===== config.mk =====
export PLATFORM = sky130hd
export DESIGN_NAME = axi_lite_ctrl_master_flat
export DESIGN_NICKNAME = d
export VERILOG_FILES = /design/src/rtl/axi_lite_ctrl_master_if.sv /design/src/rtl/axi_lite_ctrl_master.sv /design/src/flat_wrapper.sv
export SDC_FILE = /design/constraint.sdc
export NUM_CORES = 1
export LEC_CHECK = 0
export ABC_CLOCK_PERIOD_IN_PS = 1800
export BUFFER_PORTS_ARGS = -buffer_cell sky130_fd_sc_hd__buf_2
export CAP_MARGIN = 20
export CORE_ASPECT_RATIO = 1.2
export CORE_MARGIN = 10
export CORE_UTILIZATION = 45
export CTS_CLUSTER_DIAMETER = 50
export DETAILED_ROUTE_END_ITERATION = 6
export GPL_TIMING_DRIVEN = 0
export MAX_ROUTING_LAYER = met4
export PLACE_DENSITY = 0.77
export SYNTH_ARGS = -nofsm -noshare
export SYNTH_HDL_FRONTEND = slang
export SYNTH_SLANG_ARGS = --single-unit

===== constraint.sdc =====
create_clock -name aclk -period 1.8 [get_ports aclk]
set_clock_uncertainty 0.1 [all_clocks]
set_input_delay 0 -clock aclk [delete_from_list [all_inputs] [get_ports aclk]]
set_output_delay 0 -clock aclk [all_outputs]
set_load 0.005 [all_outputs]

===== src/rtl/axi_lite_ctrl_master_if.sv =====
// AXI-Lite bus bundle used by the command-driven control master.
// The master modport is the initiator side; the slave modport is the target side.
interface axi_lite_ctrl_master_if;
  logic [31:0] awaddr;
  logic [2:0]  awprot;
  logic        awvalid;
  logic        awready;
  logic [31:0] wdata;
  logic [3:0]  wstrb;
  logic        wvalid;
  logic        wready;
  logic [1:0]  bresp;
  logic        bvalid;
  logic        bready;
  logic [31:0] araddr;
  logic [2:0]  arprot;
  logic        arvalid;
  logic        arready;
  logic [31:0] rdata;
  logic [1:0]  rresp;
  logic        rvalid;
  logic        rready;

  modport master (
    output awaddr, awprot, awvalid, wdata, wstrb, wvalid, bready,
           araddr, arprot, arvalid, rready,
    input  awready, wready, bresp, bvalid, arready, rdata, rresp, rvalid
  );

  modport slave (
    input  awaddr, awprot, awvalid, wdata, wstrb, wvalid, bready,
           araddr, arprot, arvalid, rready,
    output awready, wready, bresp, bvalid, arready, rdata, rresp, rvalid
  );
endinterface


===== src/rtl/axi_lite_ctrl_master.sv =====
// Single-outstanding AXI-Lite initiator: one command in, one AXI-Lite transaction out,
// one response back, with a per-transaction timeout and a drain of late handshakes.
module axi_lite_ctrl_master #(
  parameter int TIMEOUT_CYCLES = 1024,
  parameter int TIMEOUT_WIDTH  = 16
) (
  input  logic        aclk,
  input  logic        aresetn,
  input  logic [31:0] cmd_addr,
  input  logic [31:0] cmd_wdata,
  input  logic [3:0]  cmd_wstrb,
  input  logic        cmd_rnw,
  input  logic        cmd_valid,
  output logic        cmd_ready,
  output logic [31:0] rsp_rdata,
  output logic [1:0]  rsp_resp,
  output logic        rsp_timeout,
  output logic        rsp_is_read,
  output logic        rsp_valid,
  input  logic        rsp_ready,
  output logic        busy,
  axi_lite_ctrl_master_if.master m_axi_lite
);

  typedef enum logic [2:0] {IDLE, WR_REQ, WR_RESP, RD_REQ, RD_RESP, RSP, DRAIN} state_t;

  localparam int unsigned TO_LAST_INT = (TIMEOUT_CYCLES > 0) ? TIMEOUT_CYCLES - 1 : 0;
  localparam logic [TIMEOUT_WIDTH-1:0] TO_LAST = TIMEOUT_WIDTH'(TO_LAST_INT);

  state_t                   state_reg;
  logic [TIMEOUT_WIDTH-1:0] count_reg;
  logic                     resp_pending_reg;

  logic aw_hs, w_hs, ar_hs, b_hs, r_hs;
  logic aw_left, w_left, ar_left, resp_left, any_left;
  logic axi_phase, progress, timeout_fire;

  assign m_axi_lite.awprot = 3'b000;
  assign m_axi_lite.arprot = 3'b000;

  assign aw_hs = m_axi_lite.awvalid && m_axi_lite.awready;
  assign w_hs  = m_axi_lite.wvalid  && m_axi_lite.wready;
  assign ar_hs = m_axi_lite.arvalid && m_axi_lite.arready;
  assign b_hs  = m_axi_lite.bvalid  && m_axi_lite.bready;
  assign r_hs  = m_axi_lite.rvalid  && m_axi_lite.rready;

  // "left" = still outstanding after this cycle's handshakes
  assign aw_left   = m_axi_lite.awvalid && !aw_hs;
  assign w_left    = m_axi_lite.wvalid  && !w_hs;
  assign ar_left   = m_axi_lite.arvalid && !ar_hs;
  assign resp_left = resp_pending_reg && !(b_hs || r_hs);
  assign any_left  = aw_left || w_left || ar_left || resp_left;

  assign axi_phase = (state_reg == WR_REQ) || (state_reg == WR_RESP) ||
                     (state_reg == RD_REQ) || (state_reg == RD_RESP);
  assign progress  = ((state_reg == WR_REQ)  && !aw_left && !w_left) ||
                     ((state_reg == WR_RESP) && b_hs) ||
                     ((state_reg == RD_REQ)  && ar_hs) ||
                     ((state_reg == RD_RESP) && r_hs);
  // >= rather than == so a phase change landing on the last cycle cannot skip the limit
  assign timeout_fire = (TIMEOUT_CYCLES != 0) && axi_phase && !progress &&
                        (count_reg >= TO_LAST);

  always_ff @(posedge aclk or negedge aresetn) begin
    if (!aresetn) begin
      state_reg          <= IDLE;
      count_reg          <= '0;
      resp_pending_reg   <= 1'b0;
      cmd_ready          <= 1'b1;
      busy               <= 1'b0;
      rsp_rdata          <= '0;
      rsp_resp           <= 2'b00;
      rsp_timeout        <= 1'b0;
      rsp_is_read        <= 1'b0;
      rsp_valid          <= 1'b0;
      m_axi_lite.awaddr  <= '0;
      m_axi_lite.awvalid <= 1'b0;
      m_axi_lite.wdata   <= '0;
      m_axi_lite.wstrb   <= '0;
      m_axi_lite.wvalid  <= 1'b0;
      m_axi_lite.bready  <= 1'b0;
      m_axi_lite.araddr  <= '0;
      m_axi_lite.arvalid <= 1'b0;
      m_axi_lite.rready  <= 1'b0;
    end else begin
      if (aw_hs) m_axi_lite.awvalid <= 1'b0;
      if (w_hs)  m_axi_lite.wvalid  <= 1'b0;
      if (ar_hs) m_axi_lite.arvalid <= 1'b0;
      if (b_hs || r_hs) resp_pending_reg <= 1'b0;
      if (axi_phase) count_reg <= count_reg + TIMEOUT_WIDTH'(1);

      case (state_reg)
        IDLE: begin
          if (cmd_valid) begin
            cmd_ready        <= 1'b0;
            busy             <= 1'b1;
            count_reg        <= '0;
            resp_pending_reg <= 1'b1;
            rsp_is_read      <= cmd_rnw;
            if (cmd_rnw) begin
              m_axi_lite.araddr  <= cmd_addr;
              m_axi_lite.arvalid <= 1'b1;
              state_reg          <= RD_REQ;
            end else begin
              m_axi_lite.awaddr  <= cmd_addr;
              m_axi_lite.wdata   <= cmd_wdata;
              m_axi_lite.wstrb   <= cmd_wstrb;
              m_axi_lite.awvalid <= 1'b1;
              m_axi_lite.wvalid  <= 1'b1;
              state_reg          <= WR_REQ;
            end
          end
        end
        WR_REQ: begin
          if (!aw_left && !w_left) begin
            m_axi_lite.bready <= 1'b1;
            state_reg         <= WR_RESP;
          end
        end
        WR_RESP: begin
          if (b_hs) begin
            m_axi_lite.bready <= 1'b0;
            rsp_rdata         <= '0;
            rsp_resp          <= m_axi_lite.bresp;
            rsp_timeout       <= 1'b0;
            rsp_valid         <= 1'b1;
            state_reg         <= RSP;
          end
        end
        RD_REQ: begin
          if (ar_hs) begin
            m_axi_lite.rready <= 1'b1;
            state_reg         <= RD_RESP;
          end
        end
        RD_RESP: begin
          if (r_hs) begin
            m_axi_lite.rready <= 1'b0;
            rsp_rdata         <= m_axi_lite.rdata;
            rsp_resp          <= m_axi_lite.rresp;
            rsp_timeout       <= 1'b0;
            rsp_valid         <= 1'b1;
            state_reg         <= RSP;
          end
        end
        RSP: begin
          if (rsp_ready) begin
            rsp_valid <= 1'b0;
            if (any_left) begin
              state_reg <= DRAIN;
            end else begin
              cmd_ready <= 1'b1;
              busy      <= 1'b0;
              state_reg <= IDLE;
            end
          end
        end
        DRAIN: begin
          // late response is accepted only once its request side has gone out
          m_axi_lite.bready <= resp_left && !rsp_is_read && !aw_left && !w_left;
          m_axi_lite.rready <= resp_left && rsp_is_read && !ar_left;
          if (!any_left) begin
            cmd_ready <= 1'b1;
            busy      <= 1'b0;
            state_reg <= IDLE;
          end
        end
        default: state_reg <= IDLE;
      endcase

      if (timeout_fire) begin
        m_axi_lite.bready <= 1'b0;
        m_axi_lite.rready <= 1'b0;
        rsp_rdata         <= '0;
        rsp_resp          <= 2'b10;
        rsp_timeout       <= 1'b1;
        rsp_valid         <= 1'b1;
        state_reg         <= RSP;
      end
    end
  end

endmodule


===== src/flat_wrapper.sv =====
// flat-port wrapper written by rule: the top's interface ports become plain ports
module axi_lite_ctrl_master_flat 
#(
  parameter int TIMEOUT_CYCLES = 1024,
  parameter int TIMEOUT_WIDTH  = 16
)
  (aclk, aresetn, cmd_addr, cmd_wdata, cmd_wstrb, cmd_rnw, cmd_valid, cmd_ready, rsp_rdata, rsp_resp, rsp_timeout, rsp_is_read, rsp_valid, rsp_ready, busy, m_axi_lite_awaddr, m_axi_lite_awprot, m_axi_lite_awvalid, m_axi_lite_wdata, m_axi_lite_wstrb, m_axi_lite_wvalid, m_axi_lite_bready, m_axi_lite_araddr, m_axi_lite_arprot, m_axi_lite_arvalid, m_axi_lite_rready, m_axi_lite_awready, m_axi_lite_wready, m_axi_lite_bresp, m_axi_lite_bvalid, m_axi_lite_arready, m_axi_lite_rdata, m_axi_lite_rresp, m_axi_lite_rvalid);
  axi_lite_ctrl_master_if m_axi_lite_i ();
  input  logic aclk;
  input  logic aresetn;
  input  logic [31:0] cmd_addr;
  input  logic [31:0] cmd_wdata;
  input  logic [3:0] cmd_wstrb;
  input  logic cmd_rnw;
  input  logic cmd_valid;
  output logic cmd_ready;
  output logic [31:0] rsp_rdata;
  output logic [1:0] rsp_resp;
  output logic rsp_timeout;
  output logic rsp_is_read;
  output logic rsp_valid;
  input  logic rsp_ready;
  output logic busy;
  output wire logic [$bits(m_axi_lite_i.awaddr)-1:0] m_axi_lite_awaddr;
  output wire logic [$bits(m_axi_lite_i.awprot)-1:0] m_axi_lite_awprot;
  output wire logic [$bits(m_axi_lite_i.awvalid)-1:0] m_axi_lite_awvalid;
  output wire logic [$bits(m_axi_lite_i.wdata)-1:0] m_axi_lite_wdata;
  output wire logic [$bits(m_axi_lite_i.wstrb)-1:0] m_axi_lite_wstrb;
  output wire logic [$bits(m_axi_lite_i.wvalid)-1:0] m_axi_lite_wvalid;
  output wire logic [$bits(m_axi_lite_i.bready)-1:0] m_axi_lite_bready;
  output wire logic [$bits(m_axi_lite_i.araddr)-1:0] m_axi_lite_araddr;
  output wire logic [$bits(m_axi_lite_i.arprot)-1:0] m_axi_lite_arprot;
  output wire logic [$bits(m_axi_lite_i.arvalid)-1:0] m_axi_lite_arvalid;
  output wire logic [$bits(m_axi_lite_i.rready)-1:0] m_axi_lite_rready;
  input wire logic [$bits(m_axi_lite_i.awready)-1:0] m_axi_lite_awready;
  input wire logic [$bits(m_axi_lite_i.wready)-1:0] m_axi_lite_wready;
  input wire logic [$bits(m_axi_lite_i.bresp)-1:0] m_axi_lite_bresp;
  input wire logic [$bits(m_axi_lite_i.bvalid)-1:0] m_axi_lite_bvalid;
  input wire logic [$bits(m_axi_lite_i.arready)-1:0] m_axi_lite_arready;
  input wire logic [$bits(m_axi_lite_i.rdata)-1:0] m_axi_lite_rdata;
  input wire logic [$bits(m_axi_lite_i.rresp)-1:0] m_axi_lite_rresp;
  input wire logic [$bits(m_axi_lite_i.rvalid)-1:0] m_axi_lite_rvalid;
  assign m_axi_lite_awaddr = m_axi_lite_i.awaddr;
  assign m_axi_lite_awprot = m_axi_lite_i.awprot;
  assign m_axi_lite_awvalid = m_axi_lite_i.awvalid;
  assign m_axi_lite_wdata = m_axi_lite_i.wdata;
  assign m_axi_lite_wstrb = m_axi_lite_i.wstrb;
  assign m_axi_lite_wvalid = m_axi_lite_i.wvalid;
  assign m_axi_lite_bready = m_axi_lite_i.bready;
  assign m_axi_lite_araddr = m_axi_lite_i.araddr;
  assign m_axi_lite_arprot = m_axi_lite_i.arprot;
  assign m_axi_lite_arvalid = m_axi_lite_i.arvalid;
  assign m_axi_lite_rready = m_axi_lite_i.rready;
  assign m_axi_lite_i.awready = m_axi_lite_awready;
  assign m_axi_lite_i.wready = m_axi_lite_wready;
  assign m_axi_lite_i.bresp = m_axi_lite_bresp;
  assign m_axi_lite_i.bvalid = m_axi_lite_bvalid;
  assign m_axi_lite_i.arready = m_axi_lite_arready;
  assign m_axi_lite_i.rdata = m_axi_lite_rdata;
  assign m_axi_lite_i.rresp = m_axi_lite_rresp;
  assign m_axi_lite_i.rvalid = m_axi_lite_rvalid;
  axi_lite_ctrl_master #(.TIMEOUT_CYCLES(TIMEOUT_CYCLES), .TIMEOUT_WIDTH(TIMEOUT_WIDTH)) u_core (.aclk(aclk), .aresetn(aresetn), .cmd_addr(cmd_addr), .cmd_wdata(cmd_wdata), .cmd_wstrb(cmd_wstrb), .cmd_rnw(cmd_rnw), .cmd_valid(cmd_valid), .cmd_ready(cmd_ready), .rsp_rdata(rsp_rdata), .rsp_resp(rsp_resp), .rsp_timeout(rsp_timeout), .rsp_is_read(rsp_is_read), .rsp_valid(rsp_valid), .rsp_ready(rsp_ready), .busy(busy), .m_axi_lite(m_axi_lite_i));
endmodule

Word level (Yosys, flattened, before mapping)

Cells that the tools add are included.

Register bits after elaboration: 164
Latch bits: 0
Memory bits (writable): 0
ROM bits: 0
Input port bits: 114
Output and inout bits: 150
Word-level logic and storage cells: 153
Memories: 0

$add $sub $neg: 1
$mul: 0
Div/mod/pow operators: 0
$lt $le $gt $ge: 1
Equal/unequal tests: 15
Shift operators: 0
Mux-type cells: 60
Bitwise operators: 1
Reductions and logical operators: 56

Operators by type and width:

| cell                                                                     | count |
|---|---|
| 32-bit two-way mux                                                       | 3 |
| 32-bit one-hot mux with 2 select lines                                   | 1 |
| 16-bit two-way mux                                                       | 3 |
| 1-bit two-way mux                                                        | 32 |
| 3-bit two-way mux                                                        | 9 |
| 1-bit logical AND                                                        | 22 |
| 3-bit one-hot mux with 7 select lines                                    | 1 |
| 3-bit AND reduction                                                      | 6 |
| 16-bit by 1-bit adder with 16-bit output (second input constant)         | 1 |
| 16-bit by 10-bit >= comparator with 1-bit output (second input constant) | 1 |
| 1-bit one-hot mux with 3 select lines                                    | 5 |
| 4-bit nonzero test                                                       | 3 |
| 1-bit logical OR                                                         | 10 |
| 3-bit equality test (second input constant)                              | 3 |
| 1-bit logical NOT                                                        | 9 |
| 3-bit by 1-bit inequality test with 1-bit output (second input constant) | 3 |
| 3-bit by 2-bit inequality test with 1-bit output (second input constant) | 3 |
| 2-bit two-way mux                                                        | 4 |
| 7-bit AND reduction                                                      | 1 |
| 3-bit by 2-bit equality test with 1-bit output (second input constant)   | 2 |
| 3-bit nonzero test                                                       | 2 |
| 2-bit inequality test (second input constant)                            | 2 |
| 2-bit one-hot mux with 2 select lines                                    | 1 |
| 4-bit AND reduction                                                      | 1 |
| other kinds (6)                                                          | 6 |

Longest topological paths before layout

Gate-level depths: netlist (run 1).

Depth in word-level cells: 14
Depth in mapped cells: 8
Depth with buffers taken out: 6

Worst setup path after synthesis (run 1)

Ideal clock, no wire load.

Path kind: register -> register
From: reg u_core.count_reg[0]
To: reg u_core.rsp_rdata[0]
Setup time: 119 ps
Data arrival time: 1648 ps
Data required time: 1581 ps
Slack: -67 ps
Cell stages (with the launch flop): 9
Path buffers: 2
Clock period less this slack: 1867 ps
Path through: dfrtp_1 > ha_1 > nand2_1 > nor4b_4 > nor4_4 > nor2b_2 > buf_4 > buf_6 > a21oi_2

Longest elaborated chain between the ends: 4
Elaborated cells between the ends (all ways): 7
Those cells by class: order compare: 1; eq/ne: 2; mux: 1; reduce/logical: 3

Ends and longest elaborated chain:

| what                                                                                                    | RTL line                    | text |
|---|---|---|
| start: declaration                                                                                      | axi_lite_ctrl_master.sv:31  | `logic [TIMEOUT_WIDTH-1:0] count_reg;` |
| start signal: assignment                                                                                | axi_lite_ctrl_master.sv:90  | `if (axi_phase) count_reg <= count_reg + TIMEOUT_WIDTH'(1);` |
| 16-bit by 10-bit >= comparator with 1-bit output *                                                      | axi_lite_ctrl_master.sv:62  | `(count_reg >= TO_LAST);` |
| 1-bit logical AND *                                                                                     | axi_lite_ctrl_master.sv:61  | `assign timeout_fire = (TIMEOUT_CYCLES != 0) && axi_phase && !progress &&` |
| 3-bit by 1-bit inequality test with 1-bit output (no line) / 3-bit nonzero test (equally long branches) | -                           |  |
| 3-bit AND reduction (no line)                                                                           | -                           |  |
| end signal: assignment                                                                                  | axi_lite_ctrl_master.sv:139 | `rsp_rdata <= m_axi_lite.rdata;` |
| end: declaration                                                                                        | axi_lite_ctrl_master.sv:15  | `output logic [31:0] rsp_rdata,` |

Mark *: on every way between the ends. The rest lies on a longest branch, timed or not.
A chain may end at the register's enable or synchronous reset.

Worst setup path after layout (run 1)

From: reg u_core.count_reg[15]
To: reg u_core.rsp_valid

Longest elaborated chain between the ends: 4
Elaborated cells between the ends (all ways): 8
Those cells by class: order compare: 1; eq/ne: 3; mux: 1; reduce/logical: 3

Ends and longest elaborated chain:

| what                                                                               | RTL line                    | text |
|---|---|---|
| 16-bit by 10-bit >= comparator with 1-bit output *                                 | axi_lite_ctrl_master.sv:62  |  |
| 1-bit logical AND *                                                                | axi_lite_ctrl_master.sv:61  |  |
| 3-bit by 1-bit inequality test with 1-bit output (no line) (tied with other cells) | -                           |  |
| 4-bit AND reduction (no line)                                                      | -                           |  |
| end signal: assignment                                                             | axi_lite_ctrl_master.sv:75  | `rsp_valid <= 1'b0;` |
| end signal: assignment                                                             | axi_lite_ctrl_master.sv:126 | `rsp_valid <= 1'b1;` |
| end signal: assignment                                                             | axi_lite_ctrl_master.sv:142 | `rsp_valid <= 1'b1;` |
| end: declaration                                                                   | axi_lite_ctrl_master.sv:19  | `output logic rsp_valid,` |

Marks and branches as above.

==> impl_metrics.csv, run 1 <==
group,metric,value,unit
drt,route.vias.total,6998,
synthesis,synth_edf_count,0,
drt,drt_iter0_drc,435,
sta,fin_crit_sh,103,%
sta,rsz0062_at_grt,"true",
worst_setup_path,r2r_end,"u_core.rsp_valid",
clock_network,worstSkewPairLatency,0.43,ns
drt,detail-route-antenna-nets,0,
floorplan,fp-row-count,50,
synthesis,async_flop_share,100,%
drt,drt_pass1_iterations,5,
worst_setup_path,start_kind,"register",
synthesis,yosysSeqAreaShare,57.9,%
drt,drc,0,
synthesis,synth-seq-cells,164,
cells_and_area,area_delta_synth_final,57.1,%
grt,grt_busiest_layer,"met2",
clock_network,clk_path_buf_depth,2,
floorplan,die_y,157,um
placed_design,dpl_cell_area,8720,um^2
worst_setup_path,cp-end-kind,"register",
worst_setup_path,critPathMaxStageDelay,0.55,ns
cells_and_area,final_common_cell,"buf_2",
worst_setup_path,cpMaxStageDelayCell,"or4_4",
floorplan,start_util,45.7,%
synthesis,syn_area_per_cell,9.98,um^2
worst_setup_path,path_cells,"or4_4, nor4_4, nor2b_4, buf_8, or2_1",
grt,grtUsageMet1,25.2,%
synthesis,syn_inst,710,
synthesis,synth_cell_types,55,
sta,layout_min_cycle_time,1.85,ns
clock_network,cts.sink_count,164,
grt,overflow,0,
grt,grt_pass1_wl,38600,um
sta,fin_ws,-0.0451,ns
synthesis,synthesis.area,7090,um^2
sta,hold_violations,0,
grt,met2_usage,40.4,%
worst_setup_path,r2r_setup_slack,-0.05,ns
grt,first_global_vias,7411,
placed_design,gp_congestion,0.926,
grt,use_met3,7.72,%
worst_setup_path,crit_cells,5,
status,violations,"negative setup slack",
synthesis,synth_flop_cell,"dfrtp_1",
synthesis,synth_top_area_share,57.5,%
worst_setup_path,cp.buffers_inverters,1,
floorplan,io_pins,264,
synthesis,yosysTopAreaCell,"dfrtp_1",
sta,finalSetupViolations,27,
floorplan,coreArea,15500,um^2
drt,wl,25700,um
power,p_leak,5.74,nW
synthesis,ys_warn_count,0,
cells_and_area,utilization,71.8,%
worst_setup_path,required,2.02,ns
floorplan,die_x,135,um
power,peakVddDrop,0.00102,V
sta,worstMarginPinSlew,0.530,ns
placed_design,dpl.hpwl,15700,um
drt,via_per_inst,5.13,
worst_setup_path,crit_type,"reg -> reg",
sta,fmax,0.542,GHz
min_path,hold_path.class,"in -> async",
job,maxCapViolCount,0,
sta,relSlewSlack,64.7,%
status,outcome,"finished with violations",
clock_network,cts_max_level,4,
drt,detail_route.wl_per_cell,18.9,um
clock_network,clk_pin_slew_worst_paths,0.07,ns
worst_setup_path,worstReg2RegStart,"u_core.count_reg[15]",
clock_network,clockRootBuffer,"clkbuf_16",
worst_setup_path,cp_top_family,"simple AND/OR/NAND/NOR gates",
worst_setup_path,cp_data_arrival_time,2.06,ns
cells_and_area,final_cell_mix,"buf_2, nand2_1, dfrtp_1",
floorplan,dieArea,21200,um^2
placed_design,port_buffers,257,
clock_network,cts_tree,"built",
power,p_per_area,1550,nW/um^2
grt,grt_use_total,23.6,%
cells_and_area,drive_gt1_share,40.6,%
synthesis,yosys-top-cells-area,"dfrtp_1, nand2_1, mux2_2, nand3_1, a21oi_2",
sta,fin_hold_ws,0.00437,ns
sta,drv_slew,0,
clock_network,cts_made_buffers,17,
worst_setup_path,r2r_cells,5,
cells_and_area,fin_area,11100,um^2
cells_and_area,nets,1256,
grt,grt_max_degree,98,
grt,antenna_found_initial,1,
worst_setup_path,path_max_fanout,10,
==> logic make-up after synthesis <==
group                    synth area share, %
flip-flops                              57.9
adder cells (fa/ha/maj)                0.176
AO/OA/AOI/OAI                           7.71
multiplexers                            5.51
other                                 0.0529
AND/OR/NAND/NOR                         22.6
buffers and inverters                   4.77
XOR/XNOR                                1.24
==> how the worst max path moves through the flow <==
stage | end | start | slack [ns]
after floorplan | u_core.rsp_rdata[0] | u_core.count_reg[0] | 0.002
after CTS | u_core.rsp_valid | u_core.count_reg[15] | -0.04
final | u_core.rsp_valid | u_core.count_reg[15] | -0.05
after global routing | u_core.rsp_valid | u_core.count_reg[15] | -0.10
after global placement | u_core.m_axi_lite.wdata[29] | aresetn | -1.95
after detailed placement | u_core.m_axi_lite.wstrb[1] | u_core.state_reg[0] | -0.47
==> Yosys cell counts (all sizes together), types with 3 or more instances <==
cell / instances
a211oi: 5
a21oi: 47
a221oi: 3
buf: 39
clkbuf: 6
dfrtp: 163
inv: 7
mux2: 32
mux2i: 3
nand2: 256
nand2b: 7
nand3: 42
nand4: 6
nor2: 28
nor2b: 3
nor3: 7
nor4: 3
o21ai: 10
o22ai: 3
or2: 3
or3: 4
xnor2: 6
xor2: 4
==> through the flow <==
stage	TNS [ns]	total power (W)	setup slack (ns)	instances
6_report	-0.494	0.0172	-0.0451	1364
5_1_grt	-3.01	0.0182	-0.103	1363
4_1_cts	-0.0615	0.0167	-0.0387	1345
3_5_place_dp	-33.39	0.0119	-0.471	1181
3_3_place_gp	-348.44	0.0117	-1.95	1180
2_1_floorplan	0	0.00923	0.00155	715
==> power by group <==
part	switching, W	total (W)	internal, W
Combinational	0.00355	0.00685	0.00330
Sequential	0.000990	0.00629	0.00530
Clock	0.00168	0.00407	0.00239
==> layer usage <==
| metal | part of all wire [%] | vias up |
|---|---|---|
| li1 | - | 3206 |
| met1 | 38 | 3411 |
| met2 | 52 | 329 |
| met3 | 7.7 | 52 |
| met4 | 2.2 | 0 |
| met5 | 0 | - |
==> area by class of cell <==
class,count,area (um^2)
diodes,2,5.00
plain buffers,42,419
clock buffers,17,425
clock inverters,15,236
fillers,1065,4380
inverters,7,30.0
multi-input cells,501,2820
flip-flops and latches,164,4110
well taps,208,260
repair buffers,408,2820
==> what timing repair did <==
item	4_1_cts	5_1_grt
setup buffers	20	12
pin swaps	8	17
resized for setup	40	43
endpoints found under the setup margin	155	139
hold endpoints to repair	307	0
hold buffers	114	0
cloned	0	6
Note: power is estimated with default switching activity, not from simulation.
==> run 2: changes to the inputs <==
--- a/config.mk
+++ b/config.mk
@@ -5,6 +5,7 @@
 export SDC_FILE = /design/constraint.sdc
 export NUM_CORES = 1
 export LEC_CHECK = 0
+export ABC_AREA = 1
 export ABC_CLOCK_PERIOD_IN_PS = 1800
 export BUFFER_PORTS_ARGS = -buffer_cell sky130_fd_sc_hd__buf_2
 export CAP_MARGIN = 20
==> run 2 against run 1 <==
  * The run still ends with negative setup slack left
  * Total power rose by 8.5%
  * Flip-flop and latch count did not move
  * Via count up 15%
  * Synthesized cell count increased by 22%
  * Combinational power grew 25%
  * Global-route usage up 0.54 points
  * Utilization up 5.8 points
  * Final area grew 9.0%
  * Worst hold slack better by 0.010 ns
  * Die area is 1.2% higher
  * Sequential power rose by 2%
==> impl_metrics.csv, run 2 <==
group,metric,value,unit
drt,drt_iter0_drc,500,
worst_setup_path,cp_data_arrival_time,2.19,ns
worst_setup_path,cp.buffers_inverters,5,
drt,wl,29600,um
power,p_leak,6.61,nW
clock_network,cts.sink_count,164,
power,p_int,0.0111,W
floorplan,coreArea,15600,um^2
sta,fin_ws,-0.171,ns
sta,relSlewSlack,58.4,%
synthesis,synth_cell_types,35,
sta,hold_violations,0,
placed_design,port_buffers,257,
power,switching_power,0.00754,W
power,p_per_area,1540,nW/um^2
grt,grt_use_total,24.2,%
worst_setup_path,crit_type,"reg -> reg",
synthesis,synth-seq-cells,164,
worst_setup_path,path_max_fanout,5,
placed_design,dpl.hpwl,16300,um
cells_and_area,nets,1430,
placed_design,gp_congestion,0.927,
power,p_comb_share,45.7,%
grt,grt_pass1_wl,40300,um
floorplan,io_pins,264,
grt,first_global_vias,7966,
cells_and_area,utilization,77.6,%
cells_and_area,drive_gt1_share,41.9,%
floorplan,die_y,158,um
floorplan,start_util,45.9,%
synthesis,ys_top_cells_by_count,"nand2_1, dfrtp_1, inv_1",
sta,fmax,0.507,GHz
synthesis,yosysTopAreaCell,"dfrtp_1",
worst_setup_path,start_kind,"register",
drt,drc,0,
sta,rsz0062_at_grt,"true",
worst_setup_path,cp-end-kind,"register",
status,outcome,"finished with violations",
clock_network,clk_path_buf_depth,2,
cells_and_area,final_common_cell,"nand2_1",
drt,detail_route.wl_per_cell,19.3,um
drt,detail-route-antenna-nets,0,
clock_network,cts_made_buffers,17,
status,violations,"negative setup slack",
synthesis,syn_inst,867,
drt,route.vias.total,8048,
sta,layout_min_cycle_time,1.97,ns
cells_and_area,final_cell_mix,"nand2_1, buf_2, dfrtp_1",
clock_network,clk_pin_slew_worst_paths,0.07,ns
sta,finalSetupViolations,116,
grt,grt_max_degree,91,
synthesis,synthesis.area,7190,um^2
synthesis,syn_area_per_cell,8.29,um^2
sta,drv_slew,0,
worst_setup_path,critPathMaxStageDelay,0.50,ns
synthesis,yosys-top-cells-area,"dfrtp_1, nand2_1, nand3_1, inv_1, o21ai_0",
power,seq_power_share,34.5,%
sta,fin_crit_sh,109,%
synthesis,synthMostInstantiatedCell,"nand2_1",
worst_setup_path,path_cells,"inv_4, buf_6, nand3_4, nor2_4, nor2_4, nand3_4, buf_6, nand3_4, buf_6, buf_6, nand3_2, nand2_1",
clock_network,cts_tree,"built",
worst_setup_path,cp_top_family,"buffers and inverters",
job,maxCapViolCount,0,
synthesis,yosysSeqAreaShare,57.1,%
clock_network,cts_max_level,4,
clock_network,clockRootBuffer,"clkbuf_16",
sta,worstMarginPinSlew,0.624,ns
floorplan,die_x,135,um
worst_setup_path,required,2.02,ns
cells_and_area,area_delta_synth_final,68.9,%
synthesis,ys_warn_count,0,
floorplan,fp-row-count,50,
synthesis,async_flop_share,100,%
clock_network,worstSkewPairLatency,0.43,ns
floorplan,dieArea,21400,um^2
synthesis,synth_edf_count,0,
worst_setup_path,cpMostUsedCell,"buf_6",
power,clockPowerShare,19.8,%
worst_setup_path,cpMaxStageDelayCell,"dfrtp_2",
sta,finalSetupTns,-8.72,ns
synthesis,synth_top_area_share,56.8,%
synthesis,synth_flop_cell,"dfrtp_1",
power,peakVddDrop,0.00102,V
power,sw_frac_of_total,40.4,%
grt,overflow,0,
grt,antenna_found_initial,1,
min_path,hold_path.class,"in -> async",
drt,via_per_inst,5.23,
drt,drt_pass1_iterations,6,
==> run 2: cell types whose count changed after synthesis, moves of 20 or more <==
cell / delta
a21oi_2: -20
inv_1: +62
mux2_2: -32
nand2_1: +87
nor2_1: +39
o21ai_0: +40
o21ai_1: +30
==> run 2: cell type report <==
class                   instances  area (um^2)
diodes                          2         5.00
clock buffers                  17          425
multi-input cells             587         3200
plain buffers                  43          477
well taps                     208          260
flip-flops and latches        164         4110
repair buffers                427         3200
fillers                       896         3500
inverters                      75          299
clock inverters                15          164
==> run 2: kinds of logic after synthesis <==
logic type,synth area share [%]
AND/OR/NAND/NOR,27.1
flip-flops,57.1
buffers and inverters,7.85
AO/OA/AOI/OAI,7.40
multiplexers,0.279
adder cells (fa/ha/maj),0.174
other,0.0522
==> run 2: repair_timing <==
action | in CTS | in global routing
setup endpoints to repair | 150 | 154
cloned | 4 | 16
buffers inserted | 26 | 10
pin swaps | 17 | 41
hold buffers | 113 | 0
gates resized for setup | 120 | 203
endpoints found under the hold margin | 218 | 0
==> run 2: power by group through the flow <==
stage	clock network, W	logic [W]	registers (W)
after floorplan	0	0.00294	0.00630
after global placement	0	0.00573	0.00612
after detailed placement	0	0.00591	0.00616
after CTS	0.00369	0.00704	0.00616
after global routing	0.00386	0.00922	0.00659
final	0.00370	0.00853	0.00644
==> run 2: worst paths after layout <==
kind                                        startpoint                           to  slack, ns  cells past startpoint
max                                u_core.state_reg[0]          u_core.rsp_rdata[0]      -0.17                     12
min                                            aresetn          u_core.rsp_rdata[4]       0.01                      2
max reg2reg                        u_core.state_reg[0]          u_core.rsp_rdata[0]      -0.17                     12
min reg2reg                u_core.m_axi_lite.wdata[18]  u_core.m_axi_lite.wdata[18]       0.37                      2
max in group asynchronous                      aresetn  u_core.m_axi_lite.wdata[21]       0.73                      3
min in group aclk                    m_axi_lite_bvalid             u_core.rsp_valid       0.18                      8
==> run 2: per-stage QoR <==
step	total power [W]	hold WS [ns]	cell area [um^2]	cells	worst slack (ns)
floorplan	0.00924	-0.396	7200	872	0.0341
CTS	0.0169	0.0598	11100	1513	-0.0823
global placement	0.0118	0.101	8750	1337	-1.97
global route	0.0197	0.0684	12100	1537	-0.245
finish	0.0187	0.0143	12100	1538	-0.171
detailed placement	0.0121	-0.0783	8790	1338	-0.368
==> run 2: per-layer routing <==
layer / global-route usage (%) / routed length, um / vias to the layer above
li1: - / - / 3609
met1: 25.8 / 10400 / 3869
met2: 41.1 / 15600 / 460
met3: 6.18 / 2320 / 110
met4: 11.9 / 1390 / 0
met5: - / 0 / -
==> run 3: changes to the inputs <==
--- a/config.mk
+++ b/config.mk
@@ -17,6 +17,7 @@
 export GPL_TIMING_DRIVEN = 0
 export MAX_ROUTING_LAYER = met4
 export PLACE_DENSITY = 0.77
+export SKIP_CTS_REPAIR_TIMING = 1
 export SYNTH_ARGS = -nofsm -noshare
 export SYNTH_HDL_FRONTEND = slang
 export SYNTH_SLANG_ARGS = --single-unit
==> run 3 against run 2 <==
  * The flow still finishes with violations (negative setup slack)
  * Routed wire length decreased by 6.2%
  * Via count fell by 2.8%
  * Sequential share of layout area grew 0.84 points
  * Final area shrank 2.4%
  * Count of clock-buffer cells in the layout is the same
  * Sequential power grew 0.8%
  * Register-to-register slack lost 0.06 ns
  * Worst hold slack better by 0.0020 ns
  * Fmax decreased by 2.9%
  * Final cell count decreased by 0.65%
  * Critical path type unchanged
  * Critical endpoint is now u_core.m_axi_lite.awaddr[10]
==> impl_metrics.csv, run 3 (synthesis results as in run 2) <==
group,metric,value,unit
status,outcome,"finished with violations",
status,violations,"negative setup slack",
sta,rsz0062_at_grt,"true",
drt,drc,0,
drt,wl,27800,um
clock_network,clk_pin_slew_worst_paths,0.08,ns
clock_network,cts_made_buffers,17,
worst_setup_path,cpMaxStageDelayCell,"dfrtp_2",
worst_setup_path,required,2.01,ns
cells_and_area,final_cell_mix,"buf_2, nand2_1, dfrtp_1",
placed_design,port_buffers,257,
floorplan,fp-row-count,50,
sta,worstMarginPinSlew,0.616,ns
worst_setup_path,r2r_cells,12,
grt,grtUsageMet1,22.1,%
worst_setup_path,worstReg2RegStart,"u_core.state_reg[0]",
grt,use_met3,6.56,%
grt,first_global_vias,6673,
grt,met2_usage,33.6,%
grt,antenna_found_initial,0,
worst_setup_path,crit_type,"reg -> reg",
cells_and_area,final_common_cell,"buf_2",
worst_setup_path,r2r_setup_slack,-0.23,ns
cells_and_area,nets,1421,
placed_design,dpl.hpwl,16300,um
worst_setup_path,critPathMaxStageDelay,0.47,ns
grt,grt_use_total,20.1,%
floorplan,coreArea,15600,um^2
worst_setup_path,cp-end-kind,"register",
worst_setup_path,cp.buffers_inverters,6,
clock_network,clk_path_buf_depth,2,
power,p_per_area,1530,nW/um^2
job,maxCapViolCount,0,
clock_network,cts_max_level,4,
drt,route.vias.total,7823,
floorplan,die_y,158,um
worst_setup_path,path_cells,"inv_2, nand2_2, nor2_4, inv_4, nor2_8, clkinv_4, nor2_8, inv_4, buf_12, buf_8, nand2_1, o21ai_1",
worst_setup_path,cp_data_arrival_time,2.24,ns
drt,detail_route.wl_per_cell,18.2,um
drt,drt_pass1_iterations,5,
clock_network,cts.sink_count,164,
power,p_leak,6.50,nW
sta,drv_slew,0,
worst_setup_path,path_max_fanout,10,
sta,layout_min_cycle_time,2.03,ns
sta,finalSetupTns,-19.11,ns
grt,grt_pass1_wl,33500,um
min_path,hold_path.class,"in -> async",
sta,relSlewSlack,58.9,%
floorplan,die_x,135,um
sta,finalSetupViolations,142,
cells_and_area,drive_gt1_share,40.3,%
grt,grt_busiest_layer,"met2",
cells_and_area,area_delta_synth_final,64.8,%
cells_and_area,fillers,926,
power,peakVddDrop,0.000977,V
worst_setup_path,cp_top_family,"buffers and inverters",
worst_setup_path,r2r_end,"u_core.m_axi_lite.awaddr[10]",
sta,fin_ws,-0.231,ns
grt,grt_max_degree,91,
placed_design,dpl.cell_count,1338,
drt,drt_iter0_drc,526,
clock_network,cts_tree,"built",
clock_network,worstSkewPairLatency,0.43,ns
sta,fmax,0.492,GHz
floorplan,dieArea,21400,um^2
placed_design,gp_congestion,0.927,
clock_network,clockRootBuffer,"clkbuf_16",
cells_and_area,stdcell_count,1528,
grt,overflow,0,
sta,hold_violations,0,
worst_setup_path,start_kind,"register",
floorplan,io_pins,264,
floorplan,start_util,45.9,%
drt,detail-route-antenna-nets,0,
sta,fin_crit_sh,113,%
drt,via_per_inst,5.12,
==> run 3: changes by cell type in the layout (fill, tap and decap cells not counted), moves of 3 or more <==
cell	before	now
nand3_2	26	3
nor2_1	53	57
nand3_1	23	50
buf_6	25	14
nand2_2	62	66
clkbuf_16	31	28
nand2_1	264	251
buf_2	263	260
nand3_4	6	2
buf_4	32	38
inv_6	8	5
nand2_4	19	28
==> run 3: stage by stage <==
| step | cell area (um^2) | hold WS, ns | util, % | setup slack [ns] | total power, W |
|---|---|---|---|---|---|
| floorplan | 7200 | -0.396 | - | 0.0341 | 0.00924 |
| global placement | 8750 | 0.101 | 56.0 | -1.97 | 0.0118 |
| detailed placement | 8790 | -0.0783 | 56.2 | -0.368 | 0.0121 |
| CTS | 9380 | -0.534 | 60.0 | -0.384 | 0.0157 |
| global route | 11800 | 0.0525 | 75.7 | -0.315 | 0.0192 |
| finish | 11800 | 0.0164 | 75.7 | -0.231 | 0.0182 |
==> run 3: area by class of cell <==
| cell class | count | area [um^2] | share of cell area (%) |
|---|---|---|---|
| multi-input combinational | 587 | 3080 | 26.0 |
| buffer | 45 | 490 | 4.14 |
| antenna | 1 | 2.50 | 0.0211 |
| tap | 208 | 260 | 2.20 |
| inverter | 75 | 294 | 2.48 |
| clock buffer | 17 | 425 | 3.59 |
| sequential | 164 | 4110 | 34.7 |
| timing repair buffer | 416 | 3020 | 25.5 |
| clock inverter | 15 | 164 | 1.38 |
==> run 3: where the power goes <==
part	switching, W	internal [W]	leakage [nW]	total [W]
clock	0.00170	0.00197	0.280	0.00367
combinational	0.00427	0.00374	4.11	0.00801
sequential	0.00119	0.00530	2.11	0.00649
total	0.00716	0.0110	6.50	0.0182
==> run 3: worst max path at each step <==
stage                             start                           end  slack (ns)  depth (start not counted)
finish              u_core.state_reg[0]  u_core.m_axi_lite.awaddr[10]       -0.23                         12
floorplan           u_core.state_reg[1]  u_core.m_axi_lite.awaddr[10]        0.03                         12
global placement                aresetn    u_core.m_axi_lite.wdata[1]       -1.97                          1
detailed placement  u_core.state_reg[1]   u_core.m_axi_lite.awaddr[4]       -0.37                         12
CTS                 u_core.state_reg[1]   u_core.m_axi_lite.awaddr[6]       -0.38                         12
global route        u_core.state_reg[1]          u_core.rsp_rdata[25]       -0.31                         12
==> run 3: routing by layer <==
layer,part of all wire [%],up-vias,wire [um]
met3,7.3,105,2040
met4,5.3,0,1490
li1,-,3586,-
met5,0,-,0
met2,52,399,14300
met1,36,3733,9930
